--- src/rtl/alu_pipe.sv ---
// alu_pipe: two-stage pipelined ALU with valid/ready handshakes on both sides.
//
// Ports:
//   clk, rst_n                 clock, asynchronous active-low reset
//   in_valid / in_ready        input handshake (op, a, b, in_tag)
//   out_valid / out_ready      output handshake (result, flags, out_tag)
//   op                         000 ADD, 001 SUB, 010 AND, 011 OR,
//                              100 XOR, 101 NAND, 110 SHL, 111 SHR
//   flag_c / flag_z / flag_v   carry-borrow-shiftout / zero / signed overflow
//
// S1 holds the operands, S2 holds the computed result and drives the outputs.
// Each stage loads whenever the stage after it can take its contents, so a
// bubble is always overwritten and at most two beats are ever in flight.
module alu_pipe #(
   parameter int WIDTH = 8,
   parameter int TAG_W = 4
) (
   input  logic             clk,
   input  logic             rst_n,
   input  logic             in_valid,
   output logic             in_ready,
   input  logic [2:0]       op,
   input  logic [WIDTH-1:0] a,
   input  logic [WIDTH-1:0] b,
   input  logic [TAG_W-1:0] in_tag,
   output logic             out_valid,
   input  logic             out_ready,
   output logic [WIDTH-1:0] result,
   output logic             flag_c,
   output logic             flag_z,
   output logic             flag_v,
   output logic [TAG_W-1:0] out_tag
);

   localparam int SH_W = $clog2(WIDTH);

   localparam logic [2:0] OP_ADD  = 3'b000;
   localparam logic [2:0] OP_SUB  = 3'b001;
   localparam logic [2:0] OP_AND  = 3'b010;
   localparam logic [2:0] OP_OR   = 3'b011;
   localparam logic [2:0] OP_XOR  = 3'b100;
   localparam logic [2:0] OP_NAND = 3'b101;
   localparam logic [2:0] OP_SHL  = 3'b110;
   localparam logic [2:0] OP_SHR  = 3'b111;

   logic             r_s1_valid;
   logic [2:0]       r_s1_op;
   logic [WIDTH-1:0] r_s1_a;
   logic [WIDTH-1:0] r_s1_b;
   logic [TAG_W-1:0] r_s1_tag;

   logic             r_s2_valid;
   logic [WIDTH-1:0] r_s2_result;
   logic             r_s2_c;
   logic             r_s2_v;
   logic [TAG_W-1:0] r_s2_tag;

   logic             w_adv1;
   logic             w_adv2;

   logic [SH_W-1:0]  w_sh;
   logic [WIDTH:0]   w_add_ext;
   logic [WIDTH:0]   w_sub_ext;
   logic [WIDTH:0]   w_shl_ext;
   logic [WIDTH:0]   w_shr_ext;
   logic [WIDTH-1:0] w_res;
   logic             w_c;
   logic             w_v;

   assign w_adv2   = !r_s2_valid || out_ready;
   assign w_adv1   = !r_s1_valid || w_adv2;
   assign in_ready = w_adv1;

   assign w_sh      = r_s1_b[SH_W-1:0];
   assign w_add_ext = {1'b0, r_s1_a} + {1'b0, r_s1_b};
   // MSB of the extended difference is the borrow, i.e. a < b.
   assign w_sub_ext = {1'b0, r_s1_a} - {1'b0, r_s1_b};
   // One guard bit on the side the data leaves catches the last bit shifted
   // out; it stays 0 for a zero shift.
   assign w_shl_ext = {1'b0, r_s1_a} << w_sh;
   assign w_shr_ext = {r_s1_a, 1'b0} >> w_sh;

   always_comb begin
      w_res = '0;
      w_c   = 1'b0;
      w_v   = 1'b0;
      case (r_s1_op)
         OP_ADD: begin
            w_res = w_add_ext[WIDTH-1:0];
            w_c   = w_add_ext[WIDTH];
            w_v   = (r_s1_a[WIDTH-1] == r_s1_b[WIDTH-1]) &&
                    (w_add_ext[WIDTH-1] != r_s1_a[WIDTH-1]);
         end
         OP_SUB: begin
            w_res = w_sub_ext[WIDTH-1:0];
            w_c   = w_sub_ext[WIDTH];
            w_v   = (r_s1_a[WIDTH-1] != r_s1_b[WIDTH-1]) &&
                    (w_sub_ext[WIDTH-1] != r_s1_a[WIDTH-1]);
         end
         OP_AND:  w_res = r_s1_a & r_s1_b;
         OP_OR:   w_res = r_s1_a | r_s1_b;
         OP_XOR:  w_res = r_s1_a ^ r_s1_b;
         OP_NAND: w_res = ~(r_s1_a & r_s1_b);
         OP_SHL: begin
            w_res = w_shl_ext[WIDTH-1:0];
            w_c   = w_shl_ext[WIDTH];
         end
         OP_SHR: begin
            w_res = w_shr_ext[WIDTH:1];
            w_c   = w_shr_ext[0];
         end
         default: begin
            w_res = '0;
         end
      endcase
   end

   always_ff @(posedge clk or negedge rst_n) begin
      if (!rst_n) begin
         r_s1_valid  <= 1'b0;
         r_s1_op     <= '0;
         r_s1_a      <= '0;
         r_s1_b      <= '0;
         r_s1_tag    <= '0;
         r_s2_valid  <= 1'b0;
         r_s2_result <= '0;
         r_s2_c      <= 1'b0;
         r_s2_v      <= 1'b0;
         r_s2_tag    <= '0;
      end else begin
         if (w_adv1) begin
            r_s1_valid <= in_valid;
            r_s1_op    <= op;
            r_s1_a     <= a;
            r_s1_b     <= b;
            r_s1_tag   <= in_tag;
         end
         if (w_adv2) begin
            r_s2_valid  <= r_s1_valid;
            r_s2_result <= w_res;
            r_s2_c      <= w_c;
            r_s2_v      <= w_v;
            r_s2_tag    <= r_s1_tag;
         end
      end
   end

   // Data registers may hold leftovers from a bubble; outputs read 0 unless valid.
   assign out_valid = r_s2_valid;
   assign result    = r_s2_valid ? r_s2_result : '0;
   assign flag_c    = r_s2_valid && r_s2_c;
   assign flag_v    = r_s2_valid && r_s2_v;
   assign flag_z    = r_s2_valid && (r_s2_result == '0);
   assign out_tag   = r_s2_valid ? r_s2_tag : '0;

endmodule

--- config.mk ---
export PLATFORM = sky130hd
export DESIGN_NAME = alu_pipe
export DESIGN_NICKNAME = d
export VERILOG_FILES = /design/src/rtl/alu_pipe.sv
export SDC_FILE = /design/constraint.sdc
export NUM_CORES = 1
export LEC_CHECK = 0
export CAP_MARGIN = 40
export CELL_PAD_IN_SITES_DETAIL_PLACEMENT = 2
export CELL_PAD_IN_SITES_GLOBAL_PLACEMENT = 2
export CORE_MARGIN = 8
export CORE_UTILIZATION = 34
export CTS_CLUSTER_DIAMETER = 120
export DETAILED_ROUTE_END_ITERATION = 7
export GPL_TIMING_DRIVEN = 1
export PLACE_DENSITY = 0.88
export SYNTH_ARGS = -nofsm -noshare
export SYNTH_HDL_FRONTEND = slang
export SYNTH_SLANG_ARGS = --single-unit
--- constraint.sdc ---
create_clock -name clk -period 3 [get_ports clk]
set_clock_uncertainty 0.1 [all_clocks]
set_input_delay 0.6 -clock clk [delete_from_list [all_inputs] [get_ports clk]]
set_output_delay 0.6 -clock clk [all_outputs]
set_load 0.02 [all_outputs]
---- Word level (Yosys, flattened, before mapping) ----
Index checks and enable logic that the tools add are counted.
W data, S select, Z words.
cells by class
  add/subtract/negate cells ............... 2
  equal/unequal tests ..................... 11
  shift-type cells ........................ 2
  mux-type cells .......................... 5
  bitwise operators ....................... 4
  reductions and logical operators ........ 11
operators by type and width
  operator              count
  $pmux W8 S8           1
  $eq A3 B3 Y1 const B  4
  $add A8 B8 Y9         1
  $shl A8 B3 Y9         1
  $shr A9 B3 Y9         1
  $sub A8 B8 Y9         1
  $and A8 B8 Y8         1
  $logic_not A8 Y1      1
  $mux W8               1
  $not A8 Y8            1
  $or A8 B8 Y8          1
  $xor A8 B8 Y8         1
  $eq A3 B2 Y1 const B  2
  $logic_and A1 B1 Y1   5
  $mux W4               1
  $pmux W1 S4           1
  $eq A3 B1 Y1 const B  1
  $logic_not A3 Y1      1
  $ne A1 B1 Y1          3
  $logic_not A1 Y1      2
  $logic_or A1 B1 Y1    2
  $pmux W1 S2           1
  $eq A1 B1 Y1          1
storage, ports and cells
  flip-flop bits (word level) ............. 39
  input bits .............................. 27
  output and inout port bits .............. 17
  word-level logic and storage cells ...... 45

---- Depth between registers and ports, before layout ----
  word-level depth ........................ 4
  mapped depth ............................ 10
  depth with buffers taken out ............ 10

---- Worst setup path before layout ----
Ideal clock, no wire load.
  path type ............................... register -> register
  from .................................... reg r_s1_b[1]
  to ...................................... reg r_s2_result[6]
  setup time .............................. 131 ps
  arrival ................................. 2220 ps
  required time ........................... 2769 ps
  slack ................................... 549 ps
  stages on the path, launching flop included .. 10
  buffers on the path ..................... 1
  clock period less this slack ............ 2451 ps
  cell sequence ........................... dfrtp_1 clkbuf_1 inv_1 fa_1 nor2b_1 nor2_1 o221ai_2 xnor2_1 a2111oi_2 nor3_1
between the ends
  longest elaborated chain between the ends .. 2
  elaborated cells between the ends (all ways) .. 5
  classes of those cells .................. add/sub: 2; shift: 2; mux: 1
ends and longest elaborated chain
  item                                         line  source
  start: declaration                           49    logic [WIDTH-1:0] r_s1_b;
  start signal: assignment                     123   r_s1_b <= '0;
  start signal: assignment                     135   r_s1_b <= b;
  $sub A8 B8 Y9, or another cell as far along  77    assign w_sub_ext = {1'b0, r_s1_a} - {1'b0, r_s1_b};
  $pmux W8 S8 *                                87    case (r_s1_op)
  end signal: assignment                       140   r_s2_result <= w_res;
  end: declaration                             53    logic [WIDTH-1:0] r_s2_result;
Mark *: on every way between the ends. The rest lies on a longest branch, timed or not.
A chain may end at the register's enable or synchronous reset.

---- Worst setup path in the final report ----
  from .................................... reg r_s2_result[4]
  to ...................................... out flag_z
between the ends
  longest elaborated chain between the ends .. 2
ends and longest elaborated chain
  item                 line  source
  $logic_not A8 Y1     153   assign flag_z = r_s2_valid && (r_s2_result == '0);
  $logic_and A1 B1 Y1  153
  end: declaration     30    output logic flag_z,
Every way passes these cells.

==> results.sh <==
export IMPL_nNetsFinal=479
export IMPL_die_w_um=114
export IMPL_cts_buffers=5
export IMPL_ys_flop_type="dfrtp_1"
export IMPL_grt_max_degree=42
export IMPL_cts_root_buf="clkbuf_8"
export IMPL_timing_final_ws_setup_ns=0.193
export IMPL_worst_endpoint_arrival_ns=2.11
export IMPL_clkTransAtPathRegs_ns=0.09
export IMPL_timing_final_crit_share_pct=93.6
export IMPL_worstReg2RegStart="r_s1_b[1]"
export IMPL_peakVddDrop_uv=199
export IMPL_startpoint="r_s2_result[4]"
export IMPL_crit_type="register to primary output"
export IMPL_syn_mean_instance_area_sq_um=8.44
export IMPL_die_area_sq_mm=0.0130
export IMPL_max_cap_viol_count=0
export IMPL_grt_pass1_vias=3419
export IMPL_vias=3091
export IMPL_final_common_cell="nand2_1"
export IMPL_synth_edf_count=0
export IMPL_antenna_cells=0
export IMPL_syn_area_sq_mm=0.00328
export IMPL_io_buffers=43
export IMPL_outcome="finished, final reports clean"
export IMPL_period_minus_slack_ns=2.81
export IMPL_ys_types=53
export IMPL_cellLeakagePower_nw=1.67
export IMPL_final_hold_viol_count=0
export IMPL_grt_total_usage_pct=18.4
export IMPL_slew_viol_final=0
export IMPL_area_growth_pct=20.2
export IMPL_ctsResizeCount=0
export IMPL_dp_hpwl_um=8970
export IMPL_slew_headroom_pct=58.7
export IMPL_viasPerCell=5.54
export IMPL_final_core_util_pct=41.2
export IMPL_place_congestion=0.903
export IMPL_ant_nets=0
export IMPL_power_density_mw_per_mm2=506
export IMPL_power_w=0.00199
export IMPL_clock_sinks=39
export IMPL_drt_iter0_markers=131
export IMPL_synth_seq_cells=39
export IMPL_fmax_ghz=0.356
export IMPL_routed_wl_um=11500
export IMPL_cts_max_path_buffers=2
export IMPL_yosysWarnings=0
export IMPL_wire_per_inst_um=20.6
export IMPL_setup_viol=0
export IMPL_tightest_slew_ns=0.613
export IMPL_rsz0062_at_grt="no"
export IMPL_start_util_pct=34.3
export IMPL_worstPathRequired_ns=2.30
export IMPL_drt_pass1_iter_count=4
export IMPL_setup_tns_ns=0
export IMPL_boundaryPins=44
export IMPL_worst_setup_path_end_kind="primary output"
export IMPL_cts_tree="done"
export IMPL_place_inst=551
export IMPL_mostFrequentLayoutCells="nand2_1 (52), clkdlybuf4s50_1 (42), dfrtp_1 (39)"
export IMPL_drc=0
export IMPL_worstSetupStartpointType="register"
export IMPL_cts_htree_levels=2
export IMPL_cts_setup_buffers=0
export IMPL_synth_nets=442
export IMPL_antenna_found_initial=0
export IMPL_cts_hold_buf=0
export IMPL_synth_cells=388
export IMPL_crit_fanout=3
export IMPL_worstSkewPairLatency_ns=0.30
export IMPL_holdCritPathClass="primary input to async pin"
export IMPL_core_area_sq_mm=0.00955
export IMPL_ys_async_sr_fraction_pct=100
export IMPL_drive_gt1_share_pct=8.71
export IMPL_rows=36
export IMPL_grt_pass1_wl_um=19000
export IMPL_fin_cells=558
export IMPL_overflow=0
export IMPL_die_y_um=114
export IMPL_ys_seq_area_share_pct=29.8
export IMPL_post_place_ws_ns=0.420
-- state kept, by name, summed over array words and instances, names as in the netlist --
name and cells:
r_s1_op 3, r_s1_b 8, r_s1_valid 1, r_s2_c 1
r_s1_a 8, r_s2_tag 4, r_s1_tag 4, r_s2_result 8
r_s2_v 1, out_valid 1
-- final cells by class --
| class | instances | area [sq um] |
|---|---|---|
| clock inverter | 1 | 5.00 |
| clock buffer | 6 | 82.6 |
| timing repair buffer | 55 | 528 |
| fill | 1084 | 5610 |
| sequential | 39 | 976 |
| inverter | 28 | 105 |
| multi-input combinational | 296 | 2070 |
| tap | 133 | 166 |
-- path summary, 6_finish.rpt --
kind	slack (ns)	end	depth (start not counted)
worst max register to register	0.38	r_s2_v	7
max in group asynchronous	2.20	r_s2_result[6]	2
worst min-delay path	0.12	r_s1_op[2]	1
min in group clk	0.37	out_valid	1
worst max-delay path	0.19	flag_z	3
worst min register to register	0.37	out_valid	1
-- cells in the mapped netlist (4+ instances only) --
library cell	number	area (sq um)
nand2b_1	11	68.8
o221ai_1	4	35.0
xor2_1	4	35.0
nor2_1	16	60.1
nand2_1	52	195
a21oi_1	23	115
nand3_1	7	35.0
dfrtp_1	39	976
a31oi_1	7	43.8
a22oi_1	4	30.0
buf_2	8	40.0
a221oi_1	4	35.0
mux2_2	6	67.6
nor3_1	4	20.0
ha_1	26	325
mux4_2	7	158
inv_1	27	101
mux2i_1	10	100
o21ai_0	38	190
nor2b_1	5	31.3
a211oi_1	4	30.0
clkbuf_1	14	52.6
and2_1	15	93.8
xnor2_1	8	70.1
-- power by group --
group / internal (W) / switching [W] / total, W
logic: 0.000399 / 0.000522 / 0.000922
clock network: 0.000181 / 0.000201 / 0.000382
registers: 0.000602 / 0.0000875 / 0.000689
-- routing by layer --
metal / track usage, % / wire, um / part of all wire (%) / up-vias
met5: 0 / 0 / 0 / -
met2: 30.9 / 5480 / 48 / 103
met3: 2.95 / 574 / 5.0 / 25
met4: 6.30 / 314 / 2.7 / 0
met1: 23.5 / 5120 / 45 / 1529
li1: - / - / - / 1434
-- cell families after synthesis --
group                    after synthesis  share of synthesized area [%]
AO/OA/AOI/OAI                        110                           21.4
XOR/XNOR                              12                           3.21
adder cells (fa/ha/maj)               27                           10.5
buffers and inverters                 53                           6.88
flip-flops                            39                           29.8
multiplexers                          23                           9.93
AND/OR/NAND/NOR                      124                           18.3
-- through the flow --
| stage | hold slack, ns | area [sq um] |
|---|---|---|
| after floorplan | 0.204 | 3280 |
| after global placement | 0.347 | 3830 |
| after detailed placement | 0.362 | 3850 |
| after CTS | 0.132 | 3940 |
| after global routing | 0.139 | 3940 |
| final | 0.118 | 3940 |
-- worst max-delay path, cell delays in order, from the launching register on --
cell and delay (ns):
dfrtp_1 0.39, or4_1 0.52, nor4_1 0.25, clkdlybuf4s50_1 0.66
No activity file was read; power rests on OpenSTA's default activity.
==> variant 1, RTL diff (config.mk and constraints unchanged) <==
Change the parameter `TAG_W` from 4 to 5.
--- a/src/rtl/alu_pipe.sv
+++ b/src/rtl/alu_pipe.sv
@@ -13,7 +13,7 @@
 // bubble is always overwritten and at most two beats are ever in flight.
 module alu_pipe #(
    parameter int WIDTH = 8,
-   parameter int TAG_W = 4
+   parameter int TAG_W = 5
 ) (
    input  logic             clk,
    input  logic             rst_n,
Ports: changed (resized in_tag and out_tag); port bits go from 44 to 46. No check against the original RTL was run, so the function may have changed too.
==> variant 1 against the unedited design <==
  * Via count increased by 3.8%
  * Area after synthesis increased by 4.7%
  * Sequential cell count rose by 2
  * Combinational power rose by 9.5%
  * Fmax rose by 0.41%
  * Clock power rose by 9.4%
  * Setup slack improved by 0.011 ns
  * Routed wire length grew 8.8%
  * Final area grew 5.5%
  * Total power grew 8.1%
  * Critical endpoint is now r_s2_v
==> variant 1: results (changes against the unedited design) <==
metric;value;unit;change
Sequential Power;0.726;mW;+5.4%
Final GP Congestion;0.881;;-2.4%
first-pass GRT wire length;20300;um;+6.8%
Syn Nets;453;;+2.5%
CTS sink count;41;;+5.1%
multiplexer share of the synthesized area;12.0;%;+2.1 points
Adder-Cell Fraction of Synth Area;10.1;%;-0.47 points
largest net degree at the start of global routing;43;;+2.4%
Max FO, Critical Path;10;;+7
slew margin rel.;54.4;%;-4.3 points
number of fill cells in the layout;1112;;+2.6%
leak pwr;1.77;nW;+5.9%
Crit path arrival time;2.87;ns;+0.76 ns
Syn Inst Count;398;;+2.6%
PortBufs;45;;+4.7%
peak supply drop;0.000176;V;-12%
Placement Setup Slack;0.271;ns;-0.149 ns
xor/xnor cell area share of the yosys netlist;3.32;%;+0.11 points
CP delay by family, top;compound AO/OA/AOI/OAI gates;;
area of the multi-input gates;0.00219;sq mm;+5.6%
library cells used by synthesis;51;;-3.8%
synth top area cells;dfrtp_1, ha_1, nand2_1;;
vias;3210;;+3.8%
multi-input logic cell count;307;;+3.7%
non-clock buffer count;60;;+9.1%
share of layout cells above drive strength 1;9.75;%;+1.0 points
CP max stage cell;dfrtp_1;;
R2R depth;8;;+1
DP Area;0.00406;sq mm;+5.3%
register area share after synthesis;29.9;%;+0.12 points
wire length per cell;21.8;um;+5.8%
outcome;finished clean;;
total wire length;12500;um;+8.8%
Non-clock buffer share;14.0;%;+0.57 points
Clk Latency, worst-skew pair;0.32;ns;+0.02 ns
Sequential Area;0.00103;sq mm;+5.1%
[variant 1: path summary, 6_finish.rpt]
| path | from | endpoint | slack (ns) |
|---|---|---|---|
| min reg2reg | r_s2_tag[4] | r_s2_tag[4] | 0.38 |
| max | r_s1_a[1] | r_s2_v | 0.20 |
| min in group clk | r_s2_tag[4] | r_s2_tag[4] | 0.38 |
| max reg2reg | r_s1_a[1] | r_s2_v | 0.20 |
| min | rst_n | r_s1_b[5] | 0.14 |
| max in group asynchronous | rst_n | r_s1_op[2] | 2.15 |
[variant 1: metal layers]
metal | routed length [um] | GRT usage, % | share of wire (%) | up-vias
li1 | - | - | - | 1491
met1 | 5750 | 24.9 | 46 | 1615
met2 | 5840 | 32.7 | 47 | 77
met3 | 572 | 3.05 | 4.6 | 27
met4 | 321 | 5.88 | 2.6 | 0
met5 | 0 | 0 | 0 | -
[variant 1: what timing repair did]
action	in CTS	in global routing
buffers inserted	0	0
gates resized for setup	0	1
endpoints found under the setup margin	0	1
==> variant 2, RTL diff (config.mk and constraints unchanged) <==
Made on the original files. Make the reset (`rst_n`) synchronous in one clocked block. Comments in the files are not updated.
--- a/src/rtl/alu_pipe.sv
+++ b/src/rtl/alu_pipe.sv
@@ -115,7 +115,7 @@
       endcase
    end
 
-   always_ff @(posedge clk or negedge rst_n) begin
+   always_ff @(posedge clk) begin
       if (!rst_n) begin
          r_s1_valid  <= 1'b0;
          r_s1_op     <= '0;
Behaviour: differs if rst_n is asserted again (counterexample within 4 cycles, from zero or initial values and one cycle with rst_n low); with rst_n held inactive, the same outputs for 10 cycles.
==> variant 2 against the unedited design <==
  * Die area up 3.6%
  * Sequential cell count unchanged
  * Clock power up 6.5%
  * Routed wire length up 22%
  * Sequential share of layout area down 5.7 points
  * Area after synthesis up 4.2%
  * Global-route usage up 3.4 points
  * Setup slack better by 0.016 ns
  * Final area up 4.0%
  * Total power down 26%
  * Non-clock buffer count up 6
==> variant 2: results (changes against the unedited design) <==
metric;value;unit;change
outcome;finished clean;;
M1 GR Usage;26.2;%;+2.8 points
hold crit path type;reg -> reg;;
R2R depth;8;;+1
HPWL Detailed;10700;um;+20%
first-pass GRT wire length;22700;um;+20%
Syn Nets;497;;+12%
number of fill cells in the layout;1118;;+3.1%
Clk Latency, worst-skew pair;0.32;ns;+0.02 ns
drt first-iter violations;295;;+130%
Worst-Margin Slew;0.760;ns;+0.147 ns
share of layout cells above drive strength 1;9.00;%;+0.29 points
wire length per cell;22.9;um;+11%
met3 usage;2.95;%;-0.0063 points
leak pwr;1.58;nW;-5.7%
Post-synth top cells;nand2_1, dfxtp_1, ha_1, a21boi_0;;
Final nets;535;;+12%
register area share after synthesis;22.9;%;-6.9 points
overall routing resource usage;21.9;%;+3.4 points
met2 Usage GRT;38.1;%;+7.2 points
slowest stage delay, CP;0.60;ns;-0.06 ns
Psw;0.556;mW;-31%
library cells used by synthesis;59;;+11%
Crit path arrival time;2.09;ns;-0.02 ns
via/cell ratio;5.83;;+5.3%
Final GP Congestion;0.890;;-1.4%
DP Area;0.00400;sq mm;+4.0%
largest registers;r_s1_a (8), r_s1_b (8), r_s2_result (8);;
share of flip-flops with an asynchronous set or reset;0;%;-100 points
-- variant 2: worst max-delay path: cells and delay by family --
family / cells / cell delay (ns)
buffers and inverters: 3 / 1.22
AND/OR/NAND/NOR: 2 / 0.26
-- variant 2: path summary, 6_finish.rpt --
check | start | to | slack [ns]
max | out_ready | in_ready | 0.21
min | r_s2_tag[1] | r_s2_tag[1] | 0.37
max reg2reg | r_s1_b[1] | r_s2_result[7] | 0.22
min reg2reg | r_s2_tag[1] | r_s2_tag[1] | 0.37
-- variant 2: area by class of cell --
type / instances / area [sq um] / share of cell area, %
repair buffers: 61 / 566 / 13.8
flip-flops and latches: 39 / 781 / 19.1
inverters: 27 / 101 / 2.47
well taps: 133 / 166 / 4.06
clock buffers: 5 / 68.8 / 1.68
multi-input cells: 343 / 2390 / 58.3
clock inverters: 3 / 23.8 / 0.580
-- variant 2: logic make-up after synthesis --
kind of cell,share of synthesized area (%)
XOR/XNOR,1.54
AND/OR/NAND/NOR,21.4
adder cells (fa/ha/maj),11.6
AO/OA/AOI/OAI,27.6
multiplexers,7.95
flip-flops,22.9
buffers and inverters,7.14
-- variant 2: routing by layer --
layer | vias up | routed length, um
li1 | 1622 | -
met1 | 1795 | 5990
met2 | 107 | 6870
met3 | 39 | 577
met4 | 0 | 535
met5 | - | 0
-- variant 2: power groups by stage --
stage | Sequential (mW) | Clock (mW) | Combinational (mW)
CTS | 0.596 | 0.411 | 0.469
finish | 0.596 | 0.407 | 0.470
global placement | 0.601 | 0 | 0.431
detailed placement | 0.608 | 0 | 0.461
floorplan | 0.593 | 0 | 0.291
global route | 0.601 | 0.429 | 0.511
-- variant 2: stage by stage --
step	power, mW	utilization (%)	setup WS [ns]	cells	hold slack (ns)
final	1.47	41.9	0.208	611	0.370
after global routing	1.54	41.9	0.0446	611	0.395
after CTS	1.48	41.9	0.193	611	0.372
after detailed placement	1.07	41.0	0.213	603	0.359
after global placement	1.03	41.0	0.226	603	0.340
after floorplan	0.884	-	0.485	439	0.332
